[src/rtl/arb_pkg.sv]
// Shared types and helpers for the round-robin resource arbiter family.
package arb_pkg;

  localparam int unsigned MAX_REQ = 16;
  localparam int unsigned IDX_W   = $clog2(MAX_REQ);

  typedef enum logic [1:0] {
    IDLE  = 2'd0,
    ISSUE = 2'd1,
    WAIT  = 2'd2,
    RESP  = 2'd3
  } state_e;

  // Callers guarantee at most one bit is set, so OR-ing the set positions yields the index.
  function automatic logic [IDX_W-1:0] oh2idx(input logic [MAX_REQ-1:0] oh);
    logic [IDX_W-1:0] idx;
    idx = {IDX_W{1'b0}};
    for (int i = 0; i < MAX_REQ; i++) begin
      idx = idx | (oh[i] ? IDX_W'(i) : {IDX_W{1'b0}});
    end
    return idx;
  endfunction

endpackage

[src/rtl/rr_pick.sv]
// Combinational round-robin selector: first set request after ptr, wrapping modulo N_REQ.
module rr_pick
  import arb_pkg::*;
#(
  parameter int unsigned N_REQ = 4
) (
  input  logic [N_REQ-1:0] req,
  input  logic [IDX_W-1:0] ptr,
  output logic             found,
  output logic [IDX_W-1:0] idx,
  output logic [N_REQ-1:0] onehot
);

  logic [IDX_W-1:0] cand_s;
  logic [N_REQ-1:0] rot_s;

  // Scan ptr+1, ptr+2, ... and keep the first requester found.
  always_comb begin
    found  = 1'b0;
    idx    = {IDX_W{1'b0}};
    cand_s = {IDX_W{1'b0}};
    rot_s  = {N_REQ{1'b0}};
    for (int unsigned k = 1; k <= N_REQ; k++) begin
      cand_s = IDX_W'((32'(ptr) + k) % N_REQ);
      rot_s  = req >> cand_s;
      if (!found && rot_s[0]) begin
        found = 1'b1;
        idx   = cand_s;
      end else begin
        found = found;
      end
    end
    onehot = found ? (N_REQ'(1) << idx) : {N_REQ{1'b0}};
  end

endmodule

[src/rtl/shared_resource_arbiter.sv]
// Round-robin arbiter serialising N_REQ pipelines onto one shared resource,
// with flush abort and a wait timeout so a hung resource cannot deadlock them.
module shared_resource_arbiter
  import arb_pkg::*;
#(
  parameter int unsigned N_REQ   = 4,
  parameter int unsigned DATA_W  = 32,
  parameter int unsigned TIMEOUT = 64
) (
  input  logic                    clk,
  input  logic                    reset,
  input  logic [N_REQ-1:0]        req,
  input  logic [N_REQ*DATA_W-1:0] req_data,
  input  logic                    flush,
  output logic [N_REQ-1:0]        grant,
  output logic                    res_in_valid,
  output logic [DATA_W-1:0]       res_in_data,
  input  logic                    res_out_valid,
  input  logic [DATA_W-1:0]       res_out_data,
  output logic [N_REQ-1:0]        resp_valid,
  output logic [DATA_W-1:0]       resp_data,
  output logic                    busy,
  output logic                    timeout_err
);

  localparam int unsigned CNT_W = $clog2(TIMEOUT);

  state_e            state_q, state_d;
  logic [N_REQ-1:0]  grant_q, grant_d;
  logic              res_in_valid_q, res_in_valid_d;
  logic [DATA_W-1:0] res_in_data_q, res_in_data_d;
  logic [N_REQ-1:0]  resp_valid_q, resp_valid_d;
  logic [DATA_W-1:0] resp_data_q, resp_data_d;
  logic              busy_q, busy_d;
  logic              timeout_err_q, timeout_err_d;
  logic [CNT_W-1:0]  cnt_q, cnt_d;
  logic [IDX_W-1:0]  ptr_q, ptr_d;

  logic                    pick_found_s;
  logic [IDX_W-1:0]        pick_idx_s;
  logic [N_REQ-1:0]        pick_onehot_s;
  logic [N_REQ*DATA_W-1:0] shifted_s;

  rr_pick #(.N_REQ(N_REQ)) u_pick (
    .req    (req),
    .ptr    (ptr_q),
    .found  (pick_found_s),
    .idx    (pick_idx_s),
    .onehot (pick_onehot_s)
  );

  // Next-state and next-output logic; flush overrides result and timeout.
  always_comb begin
    state_d        = state_q;
    grant_d        = grant_q;
    res_in_valid_d = 1'b0;
    res_in_data_d  = res_in_data_q;
    resp_valid_d   = {N_REQ{1'b0}};
    resp_data_d    = resp_data_q;
    timeout_err_d  = 1'b0;
    cnt_d          = cnt_q;
    ptr_d          = ptr_q;
    shifted_s      = req_data >> (32'(pick_idx_s) * DATA_W);
    if (flush) begin
      state_d = IDLE;
      grant_d = {N_REQ{1'b0}};
    end else begin
      case (state_q)
        IDLE: begin
          if (pick_found_s) begin
            grant_d       = pick_onehot_s;
            res_in_data_d = shifted_s[DATA_W-1:0];
            state_d       = ISSUE;
          end else begin
            state_d = IDLE;
          end
        end
        ISSUE: begin
          res_in_valid_d = 1'b1;
          cnt_d          = {CNT_W{1'b0}};
          state_d        = WAIT;
        end
        WAIT: begin
          // A result arriving on the timeout boundary still wins.
          if (res_out_valid) begin
            resp_data_d  = res_out_data;
            resp_valid_d = grant_q;
            state_d      = RESP;
          end else if (cnt_q == CNT_W'(TIMEOUT - 1)) begin
            timeout_err_d = 1'b1;
            grant_d       = {N_REQ{1'b0}};
            state_d       = IDLE;
          end else begin
            cnt_d = cnt_q + CNT_W'(1);
          end
        end
        RESP: begin
          ptr_d   = oh2idx(MAX_REQ'(grant_q));
          grant_d = {N_REQ{1'b0}};
          state_d = IDLE;
        end
        default: begin
          grant_d = {N_REQ{1'b0}};
          state_d = IDLE;
        end
      endcase
    end
    busy_d = (state_d != IDLE);
  end

  // State and registered outputs; ptr resets so requester 0 wins first.
  always_ff @(posedge clk or negedge reset) begin
    if (!reset) begin
      state_q        <= IDLE;
      grant_q        <= {N_REQ{1'b0}};
      res_in_valid_q <= 1'b0;
      res_in_data_q  <= {DATA_W{1'b0}};
      resp_valid_q   <= {N_REQ{1'b0}};
      resp_data_q    <= {DATA_W{1'b0}};
      busy_q         <= 1'b0;
      timeout_err_q  <= 1'b0;
      cnt_q          <= {CNT_W{1'b0}};
      ptr_q          <= IDX_W'(N_REQ - 1);
    end else begin
      state_q        <= state_d;
      grant_q        <= grant_d;
      res_in_valid_q <= res_in_valid_d;
      res_in_data_q  <= res_in_data_d;
      resp_valid_q   <= resp_valid_d;
      resp_data_q    <= resp_data_d;
      busy_q         <= busy_d;
      timeout_err_q  <= timeout_err_d;
      cnt_q          <= cnt_d;
      ptr_q          <= ptr_d;
    end
  end

  assign grant        = grant_q;
  assign res_in_valid = res_in_valid_q;
  assign res_in_data  = res_in_data_q;
  assign resp_valid   = resp_valid_q;
  assign resp_data    = resp_data_q;
  assign busy         = busy_q;
  assign timeout_err  = timeout_err_q;

endmodule

[config.mk]
export PLATFORM = sky130hd
export DESIGN_NAME = shared_resource_arbiter
export DESIGN_NICKNAME = d
export VERILOG_FILES = /design/src/rtl/arb_pkg.sv /design/src/rtl/rr_pick.sv /design/src/rtl/shared_resource_arbiter.sv
export SDC_FILE = /design/constraint.sdc
export NUM_CORES = 1
export LEC_CHECK = 0
export BUFFER_PORTS_ARGS = -buffer_cell sky130_fd_sc_hd__clkbuf_2
export CORE_ASPECT_RATIO = 1.5
export CORE_MARGIN = 2
export CORE_UTILIZATION = 40
export CTS_CLUSTER_SIZE = 16
export DETAILED_ROUTE_END_ITERATION = 7
export PLACE_DENSITY = 0.73
export SYNTH_ARGS = -nofsm -noshare
export SYNTH_HDL_FRONTEND = slang
export SYNTH_SLANG_ARGS = --single-unit
[constraint.sdc]
create_clock -name clk -period 2 [get_ports clk]
set_clock_uncertainty 0.1 [all_clocks]
set_input_delay 0.3 -clock clk [delete_from_list [all_inputs] [get_ports clk]]
set_output_delay 0.3 -clock clk [all_outputs]
set_load 0.1 [all_outputs]
# Word-level counts from Yosys, hierarchy flattened

Cells that the tools add are included.

Reduce and logical (&&, ||, !) cells: 15
Shift operators: 6
Bitwise gates (word level): 3
Multiplexer cells: 33
Equal/unequal tests: 9
Add/subtract/negate cells: 5

Operators by type and width:

| cell                  | count |
|---|---|
| $shr A128 B9 Y32      | 1 |
| $mux W4               | 10 |
| $shr A4 B2 Y1         | 4 |
| $mux W1               | 12 |
| $mux W2               | 6 |
| $mux W6               | 2 |
| $pmux W4 S3           | 1 |
| $pmux W6 S2           | 1 |
| $ne A3 B3 Y1 const B  | 3 |
| $pmux W2 S4           | 1 |
| $reduce_and A4 Y1     | 2 |
| $add A6 B1 Y6 const B | 1 |
| $eq A6 B6 Y1 const B  | 1 |
| $reduce_and A3 Y1     | 2 |
| $add A2 B1 Y2 const B | 2 |
| $add A2 B2 Y2 const B | 2 |
| $eq A2 B2 Y1 const B  | 2 |
| $ne A2 B2 Y1 const B  | 2 |
| $reduce_bool A2 Y1    | 2 |
| $reduce_bool A4 Y1    | 1 |
| $shl A1 B4 Y4 const A | 1 |
| $logic_and A1 B1 Y1   | 3 |
| $logic_not A1 Y1      | 3 |
| $eq A2 B1 Y1 const B  | 1 |
| 5 further kinds       | 5 |

Input port bits: 168
Word-level logic and storage cells: 81
Bits in registers: 85

# Longest topological paths before layout

Gate-level depths: netlist (run 1).

Depth after elaboration: 16
Mapped depth: 6

# Modules after synthesis

From an unflattened synthesis (run 1), not the netlist that was laid out.

Cell total of the unflattened synthesis: 300
Area total of the unflattened synthesis: 4232.8 um2

By module, submodules not included:

| module                  | sequential area each (um2) | instances | cells an instance | area each (um2) |
|---|---|---|---|---|
| shared_resource_arbiter | 2129.5                     | 1         | 267               | 4012.6 |
| rr_pick                 | 0.0                        | 1         | 33                | 220.2 |

# Worst setup path before layout (run 1)

Ideal clock, no wire load.

Kind: flip-flop to flip-flop
From: reg ptr_q[1]
To: reg res_in_data_q[0] (netlist: res_in_data[0])
Arrival: 1.608 ns
Data required time: 1.769 ns
Period minus slack after synthesis: 1.838 ns
Cell stages (with the launch flop): 7
Library setup time: 0.131 ns
Slack: 0.162 ns
Cells stage by stage: dfstp_2 -> clkbuf_1 -> a21oi_1 -> o211a_1 -> buf_2 -> a221oi_2 -> a31oi_1

Word-level cells in the longest chain between the ends: 13
Elaborated cells on any way between the ends: 24

Ends and longest elaborated chain:

| element                                                      | RTL line                       | source |
|---|---|---|
| start, declared                                              | shared_resource_arbiter.sv:37  | `logic [IDX_W-1:0] ptr_q, ptr_d;` |
| start signal, assigned                                       | shared_resource_arbiter.sv:123 | `ptr_q <= IDX_W'(N_REQ - 1);` |
| start signal, assigned                                       | shared_resource_arbiter.sv:134 | `ptr_q <= ptr_d;` |
| $add A2 B1 Y2                                                | rr_pick.sv:24                  | `cand_s = IDX_W'((32'(ptr) + k) % N_REQ);` |
| $shr A4 B2 Y1                                                | rr_pick.sv:25                  | `rot_s = req >> cand_s;` |
| $mux W1                                                      | rr_pick.sv:26                  | `if (!found && rot_s[0]) begin` |
| $logic_not A1 Y1                                             | rr_pick.sv:26                  |  |
| $logic_and A1 B1 Y1                                          | rr_pick.sv:26                  |  |
| $mux W1                                                      | rr_pick.sv:26                  |  |
| $logic_not A1 Y1                                             | rr_pick.sv:26                  |  |
| $logic_and A1 B1 Y1                                          | rr_pick.sv:26                  |  |
| $mux W1                                                      | rr_pick.sv:26                  |  |
| $logic_not A1 Y1                                             | rr_pick.sv:26                  |  |
| $logic_and A1 B1 Y1                                          | rr_pick.sv:26                  |  |
| $mux W4 / $mux W1 (equally long branches)                    | rr_pick.sv:26                  |  |
| $shr A128 B9 Y32 / $reduce_and A3 Y1 (equally long branches) | n/a                            |  |
| end signal, assigned                                         | shared_resource_arbiter.sv:117 | `res_in_data_q <= {DATA_W{1'b0}};` |
| end signal, assigned                                         | shared_resource_arbiter.sv:128 | `res_in_data_q <= res_in_data_d;` |
| end, declared                                                | shared_resource_arbiter.sv:31  | `logic [DATA_W-1:0] res_in_data_q, res_in_data_d;` |

Parallel ways exist; a longest one is shown, timed or not.
A chain may end at the register's enable or synchronous reset.

# Worst setup path in the final report (run 1)

From: reg state_q[1]
To: reg res_in_data_q[15] (netlist: res_in_data[15])

Word-level cells in the longest chain between the ends: 2

Ends and longest elaborated chain:

| element                     | RTL line                       | source |
|---|---|---|
| start, declared             | shared_resource_arbiter.sv:28  | `state_e state_q, state_d;` |
| start signal, assigned      | shared_resource_arbiter.sv:125 | `state_q <= state_d;` |
| $logic_not A2 Y1            | shared_resource_arbiter.sv:68  | `case (state_q)` |
| $reduce_and A3 Y1 (no line) | n/a                            |  |

No other way between the ends.

==> run metrics, run 1 <==
Post-synth top cells=dfrtp_1 (83), nand2_1 (41), nor2_1 (36); Synth Cell Area=about 4400 um2; multi-input logic area=approximately 2100 um2; most common cell in the netlist=dfrtp_1; fraction of layout cells with a size suffix above 1=0.550; Synthesis Warnings=0; Die ar.=11,800 um2; initial drt markers=roughly 200; Crit. Startpoint=state_q[1]$_DFF_PN0_; initial antenna violation count=0; vias in the first global route=4,418; Reg2Reg Capture Point=res_in_data[15]$_DFFE_PN0P_; Slew headroom=0.616; max cap viols=0; CP Class=flop to flop; Post-layout nets=815; first-pass GRT wire length=21,100 um; latest clock arrival within the worst-skew pair=~330 ps; Routed wire per std cell=about 17 um; final hold violations=0; Post-synth EDFFs=0; die width=between 80 and 90 um; hold slack final=roughly 93 ps; Post-Syn Instances=approximately 400; worst vdd ir=1120 uV; Synth Area per Inst=roughly 11 um2; post-route cell area=6180 um2; Inserted Diodes=0; CTS tree=built; Final HPWL DP=10,500 um; Core Region=10,600 um2; DR vias/cell=roughly 5.4; #FFs+latches synth=85; Initial Util=0.412; Worst-path clk slew=approximately 70 ps; r2r worst-path depth=4; largest area contributor in the netlist=dfrtp_1; global route overflow=0; via count=roughly 4,300; row cnt=46; asr flop ratio synth=1.00; final core utilization=0.583; CP peak stage delay=roughly 730 ps; placed inst area=roughly 5900 um2; H-tree Lvls=3; Clock Sink Count=85; Syn Nets=566; Register Area=between 2000 and 2500 um2; Final Worst Setup Slack=between 80 and 90 ps; RD Place Congestion=roughly 0.87; Synth top area share=0.476; fmax=~520 MHz; critical path arrival=a little over 2000 ps; CP required=between 2000 and 2500 ps; CP startpoint kind=flop; final setup TNS=0 ps; top post-synthesis cells by area=dfrtp_1 (48%), a221oi_2 (10%), mux2_2 (8.3%); Setup WS pre-CTS=approximately 52 ps; slowest CP cell=or4_2; total track usage=0.226; crit path capture type=flop; DR pass1 iterations=4; # setup viols final=0; Clock Tree Buf Depth=2; status=completed; CP Max Fanout=16; WL final=13,500 um; Final Cycle Share=0.956; fin crit period=1910 ps; Slew Viols, Final=0; critical path cell sequence=or4_2 > buf_4 > a221oi_2 > a31oi_1; P_leak=2.97 nW; pwr/cell area=roughly 2000 nW/um2; Fillers=roughly 940; reg2reg setup slack=between 80 and 90 ps; IO Pins=243; largest net degree at the start of global routing=37; root buffer cell=clkbuf_16; register area share after synthesis=0.488; cts bufs inserted=9; RSZ-0062 raised after global routing=false; Setup crit end=res_in_data[15]$_DFFE_PN0P_; Worst Hold Class=primary input to flop; DRC errors left=0; antenna viol nets, final=0; Buffers on Ports=roughly 240; ys flop type=dfrtp_1; die span in y=~130 um; Worst-Margin Slew=578 ps; setup bufs post-CTS=0; Netlist cell types=47; Layout area overhead=41.5%; RR Startpoint=state_q[1]$_DFF_PN0_
## placed cells by master (no fill, tap or decap), drive strengths merged, types with 2 or more instances in the layout
cell type	netlist	final
clkbuf	15	252
dfrtp	83	83
nand2	41	41
nor2	37	37
o211ai	34	34
mux2	33	33
a31oi	32	32
a221oi	32	32
buf	18	29
o21ai	8	8
a21oi	8	8
nand2b	6	6
inv	4	5
nor4	5	5
and2	4	4
or2	3	3
nor3	3	3
nand3	3	3
a22o	3	3
clkinv	0	3
o21a	2	2
o21bai	2	2
dfstp	2	2
## sequential cells by signal, summed over array words and instances (netlist names)
signal / count
busy: 1
cnt_q: 6
grant: 4
ptr_q: 2
res_in_data: 32
res_in_valid: 1
resp_data: 32
resp_valid: 4
state_q: 2
timeout_err: 1
## cell type report
cell class | instances | share of cell area
clock inverters | 5 | 0.00932
clock buffers | 11 | 0.0393
well taps | 144 | 0.0292
multi-input cells | 275 | 0.335
flip-flops and latches | 85 | 0.345
repair buffers | 271 | 0.240
inverters | 4 | 0.00243
## repair_timing
| action | 4_1_cts | 5_1_grt |
|---|---|---|
| endpoints found under the hold margin | 22 | 0 |
| hold buffers | 1 | 0 |
| endpoints found under the setup margin | 1 | 0 |
| gates resized for setup | 1 | 0 |
## cells by family after synthesis
group,Yosys count,synth area share
multiplexers,34,0.0874
AND/OR/NAND/NOR,107,0.113
AO/OA/AOI/OAI,133,0.267
buffers and inverters,37,0.0427
adder cells (fa/ha/maj),1,0.00286
flip-flops,85,0.488
## power breakdown
group	internal (mW)	leakage (nW)	total (mW)	switching [mW]
registers	2.44	1.02	2.90	0.453
clock network	1.00	0.150	1.69	0.680
logic	1.38	1.79	7.61	6.23
total	4.83	2.97	12.2	7.36
## how the worst min path moves through the flow
| stage | start | to | slack, ps | depth (start not counted) |
|---|---|---|---|---|
| global placement | reset | resp_data[17]$_DFFE_PN0P_ | 130 | 1 |
| floorplan | reset | busy$_DFF_PN0_ | -100 | 0 |
| finish | req_data[43] | res_in_data[11]$_DFFE_PN0P_ | 90 | 3 |
| CTS | req_data[44] | res_in_data[12]$_DFFE_PN0P_ | 90 | 3 |
| global route | res_out_data[0] | resp_data[0]$_DFFE_PN0P_ | 90 | 2 |
| detailed placement | reset | resp_data[17]$_DFFE_PN0P_ | 130 | 1 |
## worst max-delay path: cells and delay by family, from the launching register on
| family | cells | cell delay [ps] |
|---|---|---|
| AOI/OAI and AO/OA | 2 | 320 |
| and+or+nand+nor | 1 | 730 |
| buffers and inverters | 1 | 260 |
| DFF | 1 | 370 |
## layer usage
layer | global-route usage | vias to the layer above | part of all wire
met3 | 0.0501 | 27 | 0.074
met1 | 0.245 | 2061 | 0.37
li1 | - | 2013 | -
met2 | 0.413 | 216 | 0.53
met4 | 0.0879 | 0 | 0.025
met5 | 0 | - | 0
## stage by stage
stage / power [mW] / cells
6_report: 12.2 / 795
5_1_grt: 12.7 / 795
4_1_cts: 12.3 / 795
3_5_place_dp: 10.6 / 778
3_3_place_gp: 10.4 / 778
2_1_floorplan: 9.06 / 397
Power figures use the tool's default switching activity.
==> run 2, diff against run 1 <==
--- a/config.mk
+++ b/config.mk
@@ -6,12 +6,14 @@
 export NUM_CORES = 1
 export LEC_CHECK = 0
 export BUFFER_PORTS_ARGS = -buffer_cell sky130_fd_sc_hd__clkbuf_2
+export CELL_PAD_IN_SITES_DETAIL_PLACEMENT = 1
+export CELL_PAD_IN_SITES_GLOBAL_PLACEMENT = 2
 export CORE_ASPECT_RATIO = 1.5
 export CORE_MARGIN = 2
-export CORE_UTILIZATION = 40
+export CORE_UTILIZATION = 26
 export CTS_CLUSTER_SIZE = 16
 export DETAILED_ROUTE_END_ITERATION = 7
-export PLACE_DENSITY = 0.73
+export PLACE_DENSITY_LB_ADDON = 0.1
 export SYNTH_ARGS = -nofsm -noshare
 export SYNTH_HDL_FRONTEND = slang
 export SYNTH_SLANG_ARGS = --single-unit
==> run metrics, run 2 (same netlist as run 1, synthesis figures left out) <==
Buffers on Ports=around 240; Final HPWL DP=roughly 12,000 um; CP required=2120 ps; Post-layout nets=around 800; Worst-Margin Slew=592 ps; P_int=a little under 5 mW; CP peak stage delay=between 600 and 700 ps; Layout area overhead=44.2%; initial antenna violation count=0; global route overflow=0; combinational power share=0.626; WL final=16,700 um; placed inst area=5980 um2; CP Class=flop to flop; final hold violations=0; CTS tree=built; Core Region=between 15,000 and 20,000 um2; total track usage=0.185; Switching Fraction=0.607; fraction of layout cells with a size suffix above 1=0.551; fin crit period=1870 ps; latest clock arrival within the worst-skew pair=approximately 340 ps; WP buf/inv=1; sequential share of power=0.231; Worst-path clk slew=about 60 ps; IO Pins=243; commonest non-fill, non-tap cells in the layout=clkbuf_2 (241), dfrtp_1 (83), nand2_1 (41); antenna viol nets, final=0; Die ar.=around 18,000 um2; final setup TNS=0 ps; crit path capture type=flop; Routed wire per std cell=a little under 20 um; RD Place Congestion=between 0.8 and 0.9; Worst Hold Class=primary input to flop; cts bufs inserted=9; Final Non-Filler Cells=860; RSZ-0062 raised after global routing=false; pwr/cell area=a little under 2000 nW/um2; post-route cell area=6300 um2; root buffer cell=clkbuf_16; Clock Tree Buf Depth=2; Slew headroom=0.607; P_leak=between 2 and 3 nW; DR pass1 iterations=4; status=completed; Net Switching=roughly 7.5 mW; most common cell after layout, fill and taps aside=clkbuf_2; H-tree Lvls=3; # setup viols final=0; initial drt markers=~150; part of the total power dissipated in the clock network=0.143; Initial Util=0.263; Slew Viols, Final=0; DRC errors left=0; Final Cycle Share=0.935; largest net degree at the start of global routing=38; via count=approximately 4,300; first-pass GRT wire length=25,200 um; Clock Sink Count=85; vias in the first global route=about 4,700; die width=~110 um; Worst path top cell family by delay=compound AO/OA/AOI/OAI gates; final core utilization=0.379; CP Max Fanout=33; worst vdd ir=1170 uV; row cnt=58; die span in y=163 um; slowest CP cell=dfstp_2; max cap viols=0; dpl cells=approximately 840; fmax=between 500 and 600 MHz; critical path arrival=between 1500 and 2000 ps; DR vias/cell=just over 5; CP startpoint kind=flop; Inserted Diodes=0; critical path cell sequence=a21oi_1 > o211a_2 > buf_12 > a221oi_1 > a31oi_1
[run 2: cell count changes in the layout (fill, tap and decap cells not counted), sizes merged]
cell,delta
buf,-1
clkbuf,-1
clkinv,-1
clkinvlp,+1
inv,+1
[run 2: timing repair]
item                                   CTS  global route
gates resized for setup                  0             2
setup endpoints to repair                0             6
setup buffers                            0             0
endpoints found under the hold margin   20             0
hold buffers                             1             0
[run 2: final timing paths]
path,slack [ps],to,depth (start not counted),from
min reg2reg,390,resp_data[28]$_DFFE_PN0P_,1,resp_data[28]$_DFFE_PN0P_
min in group asynchronous,310,resp_data[24]$_DFFE_PN0P_,2,reset
max reg2reg,130,res_in_data[24]$_DFFE_PN0P_,5,ptr_q[1]$_DFFE_PN1P_
min,80,resp_data[28]$_DFFE_PN0P_,2,res_out_data[28]
max,130,res_in_data[24]$_DFFE_PN0P_,5,ptr_q[1]$_DFFE_PN1P_
max in group asynchronous,950,res_in_data[12]$_DFFE_PN0P_,3,reset
[run 2: routing by layer]
layer  vias to the layer above  track usage  routed length (um)
li1                       2014            -                   -
met1                      2125        0.207                6400
met2                       181        0.326                8640
met3                        29       0.0468                1210
met4                         0       0.0788                 483
met5                         -            0                   0
[run 2: cell type report]
type / count / area (um2)
Fill cell: 1940 / 10300
Sequential cell: 85 / 2130
Multi-Input combinational cell: 275 / 2070
Timing Repair Buffer: 270 / 1510
Tap cell: 210 / 263
Clock buffer: 10 / 239
Clock inverter: 6 / 68.8
Inverter: 4 / 15.0
[run 2: power groups by stage]
stage	Combinational [mW]	Sequential [mW]	Clock, mW
3_3_place_gp	7.79	2.87	0
5_1_grt	8.10	2.98	1.89
3_5_place_dp	7.84	2.90	0
6_report	7.77	2.86	1.78
2_1_floorplan	1.47	7.60	0
4_1_cts	7.84	2.87	1.84
[run 2: through the flow]
step	total power [mW]	setup WS (ps)	hold slack, ps
after global placement	10.7	33.3	130
after CTS	12.6	63.1	65.7
after floorplan	9.06	162	-95.6
after global routing	13.0	9.08	77.1
after detailed placement	10.7	-4.80	138
final	12.4	131	77.2
[run 2: worst register-to-register path: stages, from the launching register on]
cell and delay [ps]:
dfstp_2 620, a21oi_1 90, o211a_2 260, buf_12 190
a221oi_1 360, a31oi_1 120
==> run 3, diff against run 2 <==
--- a/config.mk
+++ b/config.mk
@@ -14,6 +14,7 @@
 export CTS_CLUSTER_SIZE = 16
 export DETAILED_ROUTE_END_ITERATION = 7
 export PLACE_DENSITY_LB_ADDON = 0.1
+export RECOVER_POWER = 25
 export SYNTH_ARGS = -nofsm -noshare
 export SYNTH_HDL_FRONTEND = slang
 export SYNTH_SLANG_ARGS = --single-unit
==> run metrics, run 3 (same netlist as run 1, synthesis figures left out) <==
status=completed; Slew Viols, Final=0; Clock Tree Buf Depth=2; DR pass1 iterations=4; pwr/cell area=around 2000 nW/um2; slowest CP cell=dfstp_2; root buffer cell=clkbuf_16; Buffers on Ports=~240; # setup viols final=0; Final Cycle Share=0.934; Worst Hold Class=primary input to flop; placed inst area=between 5000 and 6000 um2; RR Startpoint=ptr_q[1]$_DFFE_PN1P_; fin crit period=1870 ps; Routed wire per std cell=between 15 and 20 um; cts bufs inserted=9; CP Class=flop to flop; CP required=2120 ps; post-route cell area=6280 um2; final core utilization=0.378; largest net degree at the start of global routing=38; fraction of layout cells with a size suffix above 1=0.551; row cnt=58; vias in the first global route=~4,700; max layer used=met4; fmax=about 540 MHz; Pwr Total=roughly 12 mW; Fillers=just under 2,000; worst vdd ir=between 1000 and 1500 uV; crit path capture type=flop; CTS tree=built; final setup TNS=0 ps; max cap viols=0; CP startpoint kind=flop; Slew headroom=0.574; critical path cell sequence=a21oi_1 > o211a_2 > buf_12 > a221oi_1 > a31oi_1; Net Switching=7.54 mW; WL final=~17,000 um; RD Place Congestion=about 0.86; combinational power share=0.626; most common cell after layout, fill and taps aside=clkbuf_2; P_leak=2.96 nW; Final Worst Setup Slack=132 ps; Crit. Startpoint=ptr_q[1]$_DFFE_PN1P_; initial antenna violation count=0; dpl cells=between 800 and 900; Post-layout nets=slightly above 800; sequential share of power=0.231; latest clock arrival within the worst-skew pair=between 300 and 400 ps; RSZ-0062 raised after global routing=false; die span in y=163 um; global route overflow=0; Initial Util=0.263; Final Non-Filler Cells=860; Worst-Margin Slew=approximately 640 ps; Clock Sink Count=85; Final HPWL DP=around 12,000 um; Hold Startpoint=res_out_data[28]; Worst-path clk slew=~70 ps; Layout area overhead=43.8%; Core Region=about 17,000 um2; critical path arrival=~2000 ps; via count=about 4,400; IO Pins=243; Inserted Diodes=0; commonest non-fill, non-tap cells in the layout=clkbuf_2 (244), dfrtp_1 (83), nand2_1 (41); initial drt markers=167; Met1 Routed Length=6430 um; WL met3=approximately 1200 um; die width=110 um; DR vias/cell=5.08; total track usage=0.185; P_int=between 4 and 5 mW; DRC errors left=0; CP peak stage delay=620 ps; part of the total power dissipated in the clock network=0.143; antenna viol nets, final=0; final hold violations=0; hold slack final=77.1 ps; Die ar.=~18,000 um2; setup bufs post-CTS=0; CP Max Fanout=33; Setup WS pre-CTS=-4.80 ps; Switching Fraction=0.608; H-tree Lvls=3; first-pass GRT wire length=between 20,000 and 30,000 um; met2 wire length=slightly below 9000 um
## run 3: changes by cell type in the layout (fill, tap and decap cells not counted)
cell	delta
clkbuf_4	+1
buf_12	-1
buf_4	-3
clkbuf_2	+3
## run 3: what timing repair did
item / CTS / global route
hold endpoints to repair: 20 / 0
resized for setup: 0 / 2
setup endpoints to repair: 0 / 6
hold buffers: 1 / 0
## run 3: critical path, delay by kind of cell, from the launching register on
family | cells | cell delay (ps)
compound gates | 4 | 790
buf+inv | 1 | 190
flops | 1 | 620
## run 3: power groups by stage
stage | Combinational, mW | Clock (mW) | Sequential, mW
2_1_floorplan | 1.47 | 0 | 7.60
3_3_place_gp | 7.79 | 0 | 2.87
3_5_place_dp | 7.84 | 0 | 2.90
4_1_cts | 7.84 | 1.84 | 2.87
5_1_grt | 8.10 | 1.89 | 2.98
6_report | 7.77 | 1.78 | 2.86
## run 3: final timing paths
check | end | slack, ps | depth (start not counted)
max | res_in_data[24]$_DFFE_PN0P_ | 130 | 5
min | resp_data[28]$_DFFE_PN0P_ | 80 | 2
max reg2reg | res_in_data[24]$_DFFE_PN0P_ | 130 | 5
min reg2reg | resp_data[28]$_DFFE_PN0P_ | 390 | 1
max in group asynchronous | res_in_data[11]$_DFFE_PN0P_ | 310 | 3
min in group asynchronous | resp_data[24]$_DFFE_PN0P_ | 410 | 2
## run 3: layer usage
| layer | vias up | GRT usage |
|---|---|---|
| li1 | 2014 | - |
| met1 | 2145 | 0.207 |
| met2 | 177 | 0.326 |
| met3 | 29 | 0.0468 |
| met4 | 0 | 0.0788 |
| met5 | - | 0 |
## run 3: layout make-up
class	count	area, um2	area share
clock inverter	6	68.8	0.0110
tap	210	263	0.0418
clock buffer	10	239	0.0381
timing repair buffer	270	1490	0.238
sequential	85	2130	0.339
multi-input combinational	275	2070	0.330
inverter	4	15.0	0.00239
